<file path="config.mk">
export PLATFORM = sky130hd
export DESIGN_NAME = taylor_out_collector
export DESIGN_NICKNAME = d
export VERILOG_FILES = /design/src/rtl/taylor_out_collector.sv
export SDC_FILE = /design/constraint.sdc
export NUM_CORES = 1
export LEC_CHECK = 0
export CORE_MARGIN = 10
export CORE_UTILIZATION = 60
export CTS_CLUSTER_DIAMETER = 50
export DETAILED_ROUTE_END_ITERATION = 6
export PLACE_DENSITY_LB_ADDON = 0.1
export SKIP_LAST_GASP = 1
export SLEW_MARGIN = 20
export SYNTH_ARGS = -nofsm -noshare
export SYNTH_HDL_FRONTEND = slang
export SYNTH_SLANG_ARGS = --single-unit
export TNS_END_PERCENT = 5
</file>
<file path="constraint.sdc">
create_clock -name clk -period 10.78 [get_ports clk]
set_clock_uncertainty 0.15 [all_clocks]
set_input_delay 2.156 -clock clk [delete_from_list [all_inputs] [get_ports clk]]
set_output_delay 2.156 -clock clk [all_outputs]
set_load 0.03 [all_outputs]
</file>
<file path="src/rtl/taylor_out_collector.sv">
// Capture stage for the Taylor network: queues strobed results in a FWFT FIFO and tracks frames.
// Optional macro TAYLOR_COLLECT_TAG_EN stores the channel index with each entry and exposes m_chan.
module taylor_out_collector #(
  parameter int unsigned DW    = 28,
  parameter int unsigned NCH   = 4,
  parameter int unsigned CW    = 2,
  parameter int unsigned DEPTH = 8,
  parameter int unsigned AW    = 3
) (
  input  logic           clk,
  input  logic           rst,
  input  logic [DW-1:0]  io_out,
  input  logic [NCH-1:0] out_en,
  output logic [DW-1:0]  m_data,
`ifdef TAYLOR_COLLECT_TAG_EN
  output logic [CW-1:0]  m_chan,
`endif
  output logic           m_valid,
  input  logic           m_ready,
  output logic [AW:0]    count,
  output logic           frame_done,
  output logic           ovf,
  output logic           err,
  input  logic           clr_flags
);

`ifdef TAYLOR_COLLECT_TAG_EN
  localparam int unsigned EW = DW + CW;
`else
  localparam int unsigned EW = DW;
`endif

  logic [EW-1:0]  mem [DEPTH];
  logic [AW-1:0]  wr_ptr;
  logic [AW-1:0]  rd_ptr;
  logic [NCH-1:0] mask;

  logic [CW-1:0]  chan;
  logic [EW-1:0]  entry;
  logic [EW-1:0]  head;
  logic [NCH-1:0] mask_upd;
  logic [AW:0]    count_nxt;
  logic           push_req;
  logic           multi_hot;
  logic           full;
  logic           pop;
  logic           push_ok;
  logic           frame_hit;

  // Lowest set strobe bit selects the captured channel.
  always_comb begin
    chan = '0;
    for (int i = int'(NCH) - 1; i >= 0; i--) begin
      if (out_en[i]) chan = CW'(i);
    end
  end

  always_comb begin
    push_req  = (out_en != '0);
    multi_hot = ((out_en & (out_en - NCH'(1))) != '0);
    full      = (count == (AW+1)'(DEPTH));
    pop       = m_valid && m_ready;
    push_ok   = push_req && (!full || pop);
    mask_upd  = mask | (NCH'(1) << chan);
    frame_hit = push_ok && (mask_upd == '1);
    count_nxt = count;
    if (push_ok && !pop)      count_nxt = count + (AW+1)'(1);
    else if (!push_ok && pop) count_nxt = count - (AW+1)'(1);
  end

`ifdef TAYLOR_COLLECT_TAG_EN
  assign entry = {chan, io_out};
`else
  assign entry = io_out;
`endif

  // Storage is not reset; the cleared pointers make stale entries unreachable.
  always_ff @(posedge clk) begin
    if (rst && push_ok) mem[wr_ptr] <= entry;
  end

  always_ff @(posedge clk) begin
    if (!rst) begin
      wr_ptr     <= '0;
      rd_ptr     <= '0;
      count      <= '0;
      m_valid    <= 1'b0;
      mask       <= '0;
      frame_done <= 1'b0;
      ovf        <= 1'b0;
      err        <= 1'b0;
    end else begin
      if (push_ok) wr_ptr <= wr_ptr + AW'(1);
      if (pop)     rd_ptr <= rd_ptr + AW'(1);
      count      <= count_nxt;
      m_valid    <= (count_nxt != '0);
      if (push_ok) mask <= frame_hit ? '0 : mask_upd;
      frame_done <= frame_hit;
      // A set event on the same edge as clr_flags takes priority.
      if (push_req && !push_ok) ovf <= 1'b1;
      else if (clr_flags)       ovf <= 1'b0;
      if (multi_hot)            err <= 1'b1;
      else if (clr_flags)       err <= 1'b0;
    end
  end

  assign head   = mem[rd_ptr];
  assign m_data = m_valid ? head[DW-1:0] : '0;
`ifdef TAYLOR_COLLECT_TAG_EN
  assign m_chan = m_valid ? head[EW-1:DW] : '0;
`endif

endmodule

</file>
Word-level counts from Yosys, hierarchy flattened

Memory sizes are Yosys's and may differ from the RTL's. A register that Yosys moved wholly into a read port is not among the register bits.
Cells that the tools add are included.

$lt $le $gt $ge: 0
Eq/ne operators: 2
Shift operators: 1
Bitwise logic cells: 2
Multiply operators: 0
$add $sub $neg: 5
Mux-type cells: 15
Divide/modulo/power cells: 0
Reduce and logical (&&, ||, !) cells: 16

Operators with widths:

| operator            | count |
|---|---|
| $mux 28             | 1 |
| $mux 4              | 3 |
| $reduce_bool 4->1   | 3 |
| $eq 4x4->1 const B  | 2 |
| $mux 2              | 4 |
| $sub 4x1->4 const B | 2 |
| $logic_and 1x1->1   | 7 |
| $add 3x1->3 const B | 2 |
| $mux 3              | 2 |
| $mux 1              | 5 |
| $add 4x1->4 const B | 1 |
| $and 4x4->4         | 1 |
| $or 4x4->4          | 1 |
| $reduce_bool 2->1   | 2 |
| $shl 1x2->4 const A | 1 |
| $logic_not 1->1     | 3 |
| $logic_or 1x1->1    | 1 |

ROM bits: 0
Memories: 1
RAM bits: 224
Bits in latches: 0
Register bits after elaboration: 18
Bits of input ports: 36

Memories:

| memory | depth | bits a word | rd ports | clocked after Yosys merged registers in | write ports | RTL line | source |
|---|---|---|---|---|---|---|---|
| mem    | 8     | 28          | 1        | 1                                       | 1           | 33       | `logic [EW-1:0] mem [DEPTH];` |

Depth between registers and ports, before layout

Word-level depth: 9
Mapped depth: 8
Depth with buffers taken out: 7

Least setup slack after synthesis

Ideal clock, no wire load.

Kind: input-to-reg
From: in out_en[1]
To: mem mem[0][0] in the netlist's numbering (enable)
Data required time: 10146 ps
Arrival time: 5296 ps
Stages: 4
Path slack: 4850 ps
Library setup time: 484 ps
Cell sequence: clkbuf_8 > nor4_4 > a21o_1 > nor4_1

Word-level cells in the longest chain between the ends: 5

RTL lines:

| element                      | RTL line | source |
|---|---|---|
| start: declaration           | 13       | `input logic [NCH-1:0] out_en,` |
| $reduce_bool 4->1            | 59       | `push_req = (out_en != '0);` |
| $logic_and 1x1->1            | 63       | `push_ok = push_req && (!full \|\| pop);` |
| $logic_and 1x1->1            | 79       | `if (rst && push_ok) mem[wr_ptr] <= entry;` |
| $mux 1                       | 79       |  |
| $mux 1 (not written as such) | 79       |  |
| end: declaration             | 33       |  |

Every way passes these cells.

==> run summary <==
Resized cells post-CTS: 0
Synthesis Warnings: 0
Via count: 4704
Filler Cells Inserted: 971
Final period util: 52.06%
Die ar.: 21520 µm²
Run status: complete, no violations
Total CTS buffers: 25
Crit start category: flip-flop
Worst Hold Slack: 0.3181 ns
Nets: 611
Crit path cell chain: buf_4, mux4_2, mux2i_1, nor2b_1, clkdlybuf4s50_1
DR DRC count: 0
R2R depth: 6
Clock power frac: 36.4%
Crit Path Max Fanout: 48
CTS tree: built
RSZ-0062 raised after global routing: no
CTS Root Buffer Type: clkbuf_16
Final Hold Viols: 0
DR iter-0 viols: 386
Number of global-route vias before repair: 5200
Post-DRT Antenna Nets: 0
Highest Clock Rate: 0.1782 GHz
R2R setup slack: 7.68 ns
CTS HTree Levels: 1
Global Route Usage Sum: 17.67%
Switching part of the total: 23.81%
Post-DP HPWL: 10760 µm
Ranking of synthesized cells by area: edfxtp_1 70%, mux4_2 13%, dfxtp_1 4.4%
Total wire length: 18740 µm
Final Non-Filler Cells: 805
Critical Path Sink: m_data[6]
Part of the power in registers: 49.2%
Post-CTS setup buffers: 0
Tmin final: 5.612 ns
Placed cell count: 760
Synth Flop Type: edfxtp_1
WP data required: 8.47 ns
Reg2reg end: mem[3][23]$_DFFE_PP_
First-pass GRT wire length: 30050 µm
Critical Path Sink Type: output port
RR Startpoint: count[0]$_SDFF_PN0_
Die Wd: 146.7 µm
Ys async rst share: 0%
Critical Path AT: 3.31 ns
Seq/Total Area, Yosys: 74.21%
Tot Pwr: 0.002228 W
Syn_area_per_cell: 19.94 µm²
Most common cell after layout, fill and taps aside: edfxtp_1
N_diodes: 0
TNS Setup: 0 ns
Final setup viols: 0
Cell area after synthesis: 9630 µm²
Internal power: 0.001697 W
Vias/cell: 5.843
Worst-margin pin slew: 1.087 ns
Port bufs: 71
Avg WL per Cell: 23.28 µm
Synth top area share: 69.85%
Power density over cell area: 195.1 nW/µm²
Core area: 15830 µm²
Pin count of the biggest net entering global routing: 57
Max-cap violations: 0
Max-slew headroom at the worst pin: 27.56%
Grt ovf: 0
Initial Utilization: 60.85%
Die span in y: 146.7 µm
Clock latency on the worst-skew pair: 0.50 ns
Commonest non-fill, non-tap cells in the layout: 224 x edfxtp_1, 71 x clkdlybuf4s50_1, 56 x mux4_2, 31 x nor2b_1, 28 x mux2i_1
Max-slew violations: 0
Syn nets: 523
Initial antenna violation count: 0
HP Class: flip-flop to flip-flop
Initial DRT Pass Iterations: 4
Synthesis-stage register bit count: 245
Clk sinks: 245
Reg clk slew, reported paths: 0.06 ns
Row count: 46
Psw: 0.0005304 W
Gpl congestion: 0.7792
CTS hold repair buffers: 0
Area leader, netlist: edfxtp_1
Setup Crit Path Kind: flip-flop to output port
Area Growth Syn to Fin: 18.57%
Mapped Cells: 483
# IOs: 72
Combinational share of power: 14.5%
Slowest-stage cell, CP: buf_4
Yosys cell types: 45
Deepest clock path buffer count: 3
EDFF count, synth: 224
Worst vdd ir: 0.1515 mV
P_leak: 3.577 nW
CP max stage delay: 0.76 ns
Layout cells sized above 1: 21.22%
[layer usage]
metal / track usage (%) / up-vias / part of all wire (%)
li1: - / 2134 / -
met1: 22.75 / 2421 / 42
met2: 29.85 / 131 / 51
met3: 4.023 / 18 / 6.1
met4: 4.505 / 0 / 1.3
met5: 0 / - / 0
[flip-flops by register name, indices dropped and copies added (netlist names), named ones only]
signal and count:
wr_ptr 3, err 1, count 4, m_valid 1, rd_ptr 3, ovf 1, frame_done 1, mask 4
mem 224
[power groups by stage]
stage | Sequential, W | Clock [W] | Combinational, W
2_1_floorplan | 0.00112 | 0 | 0.000205
3_3_place_gp | 0.00111 | 0 | 0.000322
3_5_place_dp | 0.00111 | 0 | 0.000326
4_1_cts | 0.00110 | 0.000826 | 0.000329
5_1_grt | 0.00110 | 0.000869 | 0.000348
6_report | 0.00109 | 0.000810 | 0.000323
[critical path, delay by kind of cell, from the launching register on]
family                 cells  cell delay, ns
buffers and inverters      2            1.36
DFF                        1            0.44
muxes                      2            0.87
and+or+nand+nor            1            0.08
[cells in the mapped netlist (3+ instances only)]
library cell  count
a21oi_1           5
a311oi_1          3
buf_2             8
clkbuf_1         11
dfxtp_1          21
edfxtp_1        224
ha_1              4
inv_1             4
mux2i_1          28
mux4_2           56
nand2_1          14
nand3_1           4
nor2_1           13
nor2b_1          31
nor3_1            6
nor4_1            3
o21a_1            4
o21ai_0           6
xnor2_1           3
xor2_1            3
[cells by family after synthesis]
group                      share of synthesized area [%]
xor gates and xnor gates                          0.5458
muxes                                              16.01
and+or+nand+nor                                    5.145
AOI/OAI and AO/OA                                  2.092
buffers and inverters                              1.481
DFF                                                74.21
adders and majority gates                         0.5197
[worst min path at each step]
stage	depth (start not counted)	endpoint	start
floorplan	1	mask[0]$_SDFFE_PN0N_	mask[0]$_SDFFE_PN0N_
global placement	1	mask[1]$_SDFFE_PN0N_	mask[1]$_SDFFE_PN0N_
detailed placement	1	mask[1]$_SDFFE_PN0N_	mask[1]$_SDFFE_PN0N_
CTS	1	mask[1]$_SDFFE_PN0N_	mask[1]$_SDFFE_PN0N_
global route	1	mask[1]$_SDFFE_PN0N_	mask[1]$_SDFFE_PN0N_
finish	1	mask[1]$_SDFFE_PN0N_	mask[1]$_SDFFE_PN0N_
[stage by stage]
step / area (µm²) / setup slack [ns] / util, %
2_1_floorplan: 9630 / 4.850 / -
3_3_place_gp: 10640 / 5.611 / 67.23
3_5_place_dp: 10640 / 5.620 / 67.23
4_1_cts: 11420 / 5.050 / 72.14
5_1_grt: 11420 / 4.934 / 72.14
6_report: 11420 / 5.168 / 72.14
[final cells by class]
type                       instances  area [µm²]  area share (%)
timing repair buffer              85       815.8           7.144
multi-input combinational        210        2387           20.91
inverter                           4       15.01          0.1315
clock inverter                    10       83.83          0.7342
clock buffer                      35       693.2           6.071
tap                              216       270.3           2.367
sequential                       245        7153           62.64
(Power assumes the default switching activity.)
==> RTL edit 1 (same flow settings) <==
One comparison of `count` changes from == to >=.
--- a/src/rtl/taylor_out_collector.sv
+++ b/src/rtl/taylor_out_collector.sv
@@ -59,5 +59,5 @@
     push_req  = (out_en != '0);
     multi_hot = ((out_en & (out_en - NCH'(1))) != '0);
-    full      = (count == (AW+1)'(DEPTH));
+    full      = (count >= (AW+1)'(DEPTH));
     pop       = m_valid && m_ready;
     push_ok   = push_req && (!full || pop);
Behaviour: no difference found for any inputs over 4 cycles, from zero or initial values and one cycle with rst low; that may be too few to reach the edited logic, so the function may still have changed.
==> RTL edit 1 against the unedited design <==
  * Synthesized area is 0.58% lower
  * Count of clock-buffer cells in the layout fell by 8
  * Wire length shrank 4.3%
  * Fmax up 3.9%
  * Sequential cell count did not move
  * Sequential share of layout area increased by 0.17 points
  * Power grew 18%
  * Sequential power is 7% higher
  * Design area down 0.27%
  * Setup slack better by 210 ps
  * Die area is 0.50% lower
  * Non-clock buffer count decreased by 4
==> RTL edit 1: results (changes against the unedited design) <==
metric	value	unit	change
buffers added on ports	71		unchanged
CP top delay family	buffers and inverters		
First-pass DRT Iterations	4		unchanged
vias in the first global route	5072		-2.5%
mux cell area share after synthesis	16.3	%	+0.32 points
highest metal used	met4		
Worst-path clk slew	60	ps	about the same
Worst EP arrival	3090	ps	-220 ps
pin count of the biggest net entering global routing	51		-11%
M1 WL	7510	µm	-4.6%
initial DRC count	334		-13%
worst-path fanout max	50		+4.2%
HP Class	reg -> reg		
WL met3	1220	µm	+6.3%
drt via density	5.85		+0.14%
routability cong.	0.878		+13%
Placed Area	10600	µm²	-0.56%
biggest regs	mem x224, count x4, mask x4		
FFs w/ async S/R, synth	0	%	unchanged
Finished Layout Cells	795		-1.2%
NumNets Final	602		-1.5%
WL per Instance	22.5	µm	-3.1%
layout cells sized above 1	20.6	%	-0.67 points
initial antenna violation count	0		unchanged
Crit-path slowest cell	clkdlybuf4s50_1		
Least-Margin Pin Slew	1070	ps	-16.2 ps
WL met2	8950	µm	-5.6%
placed instance count	751		-1.2%
CTS Buf Count	25		unchanged
Root Driver	clkbuf_16		
clk_lat worst skew	510	ps	
Post-CTS Setup Bufs	0		unchanged
Antenna diodes	0		unchanged
hold path depth	2		+1
post-synthesis xor/xnor area fraction	0.457	%	-0.088 points
Compound-Gate Fraction of Synth Area	2.06	%	-0.027 points
Seq/Total Area, Yosys	74.6	%	+0.44 points
cells on worst reg2reg path	6		unchanged
peak supply drop	178	µV	+17%
Placement Setup Slack	5280	ps	-343 ps
fraction of the mapped netlist area in adder cells	0.627	%	+0.11 points
Area contributors post-synth	edfxtp_1 (70%), mux4_2 (13%), dfxtp_1 (4.4%)		
Synth Instances	477		-1.2%
GR Layer Usage met2	27.8	%	-2.0 points
met3 GRT Util	3.89	%	-0.13 points
status	finished, final reports clean		
static leakage power	0.00355	µW	-0.81%
Psw	731	µW	+38%
Post-synth EDFFs	224		unchanged
Total GRT Usage	17.0	%	-0.67 points
commonest cells in the netlist	edfxtp_1 (224), mux4_2 (56), mux2i_1 (29), nor2b_1 (28), dfxtp_1 (21)		
Slowest Stage Delay on Critical Path	610	ps	-150 ps
syn_nets	517		-1.1%
CTS max path bufs	3		unchanged
first-pass GRT wire length	28900	µm	-3.7%
YS warnings	0		unchanged
Post-DP HPWL	10600	µm	-1.2%
met1 usage	22.7	%	-0.052 points
## RTL edit 1: cell type report
class                      instances  area [µm²]
clock buffer                      27         633
clock inverter                    17         169
fill                             983        4380
sequential                       245        7150
multi-input combinational        202        2350
tap                              216         270
timing repair buffer              81         790
inverter                           7        26.3
## RTL edit 1: power by group through the flow
stage / clock, µW / combinational [µW] / sequential [µW]
after global placement: 0 / 632 / 1180
final: 835 / 633 / 1170
after global routing: 890 / 682 / 1180
after CTS: 850 / 647 / 1170
after floorplan: 0 / 415 / 1180
after detailed placement: 0 / 644 / 1190
## RTL edit 1: cells by family after synthesis
kind of cell | count (synthesis)
adders and majority gates | 5
DFF | 245
and+or+nand+nor | 75
AOI/OAI and AO/OA | 31
muxes | 86
buffers and inverters | 30
xor gates and xnor gates | 5
## RTL edit 1: worst paths after layout
check | to | start | slack [ps]
worst max-delay path | m_data[8] | flop | 5380
worst max register to register | mem[6][5] | m_valid | 7070
worst min-delay path | err | err | 340
worst min register to register | err | err | 340
==> RTL edit 2 (same settings) <==
Without the edit above. The parameter `AW` goes from 3 to 4.
--- a/src/rtl/taylor_out_collector.sv
+++ b/src/rtl/taylor_out_collector.sv
@@ -6,5 +6,5 @@
   parameter int unsigned CW    = 2,
   parameter int unsigned DEPTH = 8,
-  parameter int unsigned AW    = 3
+  parameter int unsigned AW    = 4
 ) (
   input  logic           clk,
Ports: changed (resized count); port bits go from 72 to 73. The function was not compared with the original's and may differ.
==> RTL edit 2 against the unedited design <==
  * Power is 6.2% higher
  * Setup slack better by 260 ps
  * Design area is 1.2% higher
  * First-iteration DRC count is 6.7% lower
  * Die area hardly changed
  * Sequential cell count is 1 higher
  * Combinational power is 6.8% higher
  * Non-clock buffer count is 1 lower
  * Fmax is 4.8% higher
  * Synthesized area hardly changed
  * Wire length is 1.0% lower
  * Clock power is 13% higher
  * Count of clock-buffer cells in the layout is 8 lower
  * Critical path type unchanged
  * Critical endpoint is now m_data[8]
==> RTL edit 2: results (changes against the unedited design) <==
metric	value	unit	change
Worst-path clk slew	60	ps	about the same
Netlist cell types	37		-18%
status	finished, final reports clean		
biggest regs	mem x224, count x5, mask x4		
Total GRT Usage	17.1	%	-0.54 points
layout cells sized above 1	20.5	%	-0.75 points
cts repair resizes	0		unchanged
routed vias	4824		+2.6%
NumNets Final	618		+1.1%
syn_nets	529		+1.1%
routability cong.	0.853		+9.4%
Post-synth EDFFs	224		unchanged
Post-DP HPWL	10600	µm	-1.2%
Hold Path End	err		
H-tree depth	1		unchanged
Crit-path slowest cell	mux4_2		
First-pass DRT Iterations	7		+3
Seq/Total Area, Yosys	74.4	%	+0.20 points
hold path depth	2		+1
peak supply drop	126	µV	-17%
buffers added on ports	72		+1.4%
Reg2Reg Launch Point	count[0]		
Hold Path Origin	err		
WL final	18500	µm	-1.0%
flop2flop setup slack	7290	ps	-390 ps
commonest cells in the netlist	edfxtp_1 (224), mux4_2 (56), nor2b_1 (32), mux2i_1 (28), dfxtp_1 (22)		
CTS Buf Count	25		unchanged
Worst EP arrival	3050	ps	-260 ps
Area contributors post-synth	edfxtp_1 (70%), mux4_2 (13%), dfxtp_1 (4.6%)		
static leakage power	0.00362	µW	+1.3%
YS warnings	0		unchanged
Placed Area	10700	µm²	+0.27%
Antenna diodes	0		unchanged
clk_lat worst skew	510	ps	
Post-CTS Setup Bufs	0		unchanged
worst-path fanout max	51		+6.3%
Slowest Stage Delay on Critical Path	620	ps	-140 ps
hold slack final	319	ps	+1.02 ps
initial DRC count	360		-6.7%
pin count of the biggest net entering global routing	57		unchanged
first-pass GRT wire length	29400	µm	-2.3%
Crit Reg-Reg Endpoint	mem[6][20]		
max_slew headroom	27.1	%	-0.45 points
cells on worst reg2reg path	7		+1
vias in the first global route	5180		-0.38%
RTL edit 2: worst max-delay path: cells and delay by family, from the launching register on:
family	cells	cell delay, ps
and+or+nand+nor	1	80
buffers and inverters	2	1170
muxes	2	850
DFF	1	410
RTL edit 2: cell families after synthesis:
family                   after synthesis  synth area share [%]
multiplexers                          84                  16.0
AO/OA/AOI/OAI                         26                  1.58
AND/OR/NAND/NOR                       92                  5.42
adder cells (fa/ha/maj)                5                 0.624
XOR/XNOR                               8                 0.727
buffers and inverters                 28                  1.23
flip-flops                           246                  74.4
RTL edit 2: per-stage QoR:
step / setup WS, ps / cells / util (%)
after floorplan: 4660 / 489 / -
after global placement: 5620 / 767 / 67.4
after detailed placement: 5390 / 767 / 67.4
after CTS: 5090 / 812 / 73.0
after global routing: 5230 / 812 / 73.0
final: 5420 / 812 / 73.0
RTL edit 2: worst max path at each step:
stage | from | end | cells after the start
after detailed placement | out_en[1] | mem[6][7] | 6
after floorplan | out_en[0] | mem[1][0] | 4
after global routing | flop | m_data[11] | 5
final | flop | m_data[8] | 5
after CTS | flop | m_data[8] | 5
after global placement | out_en[1] | mem[6][7] | 6
RTL edit 2: layer usage:
layer | up-vias | wire length [µm] | GRT usage [%]
li1 | 2140 | - | -
met1 | 2505 | 7740 | 22.6
met2 | 149 | 9480 | 28.8
met3 | 30 | 971 | 2.92
met4 | 0 | 352 | 4.95
met5 | - | 0 | 0
RTL edit 2: cell type report:
cell class / instances / area (µm²)
tap: 216 / 270
clock buffer: 27 / 633
inverter: 6 / 22.5
clock inverter: 18 / 250
sequential: 246 / 7170
timing repair buffer: 84 / 815
fill: 929 / 4270
multi-input combinational: 215 / 2390
RTL edit 2: report_power, final:
part | internal (µW) | leakage (µW) | switching [µW]
Combinational | 158 | 0.000979 | 186
Sequential | 1080 | 0.00222 | 22.6
Clock | 570 | 0.000428 | 348
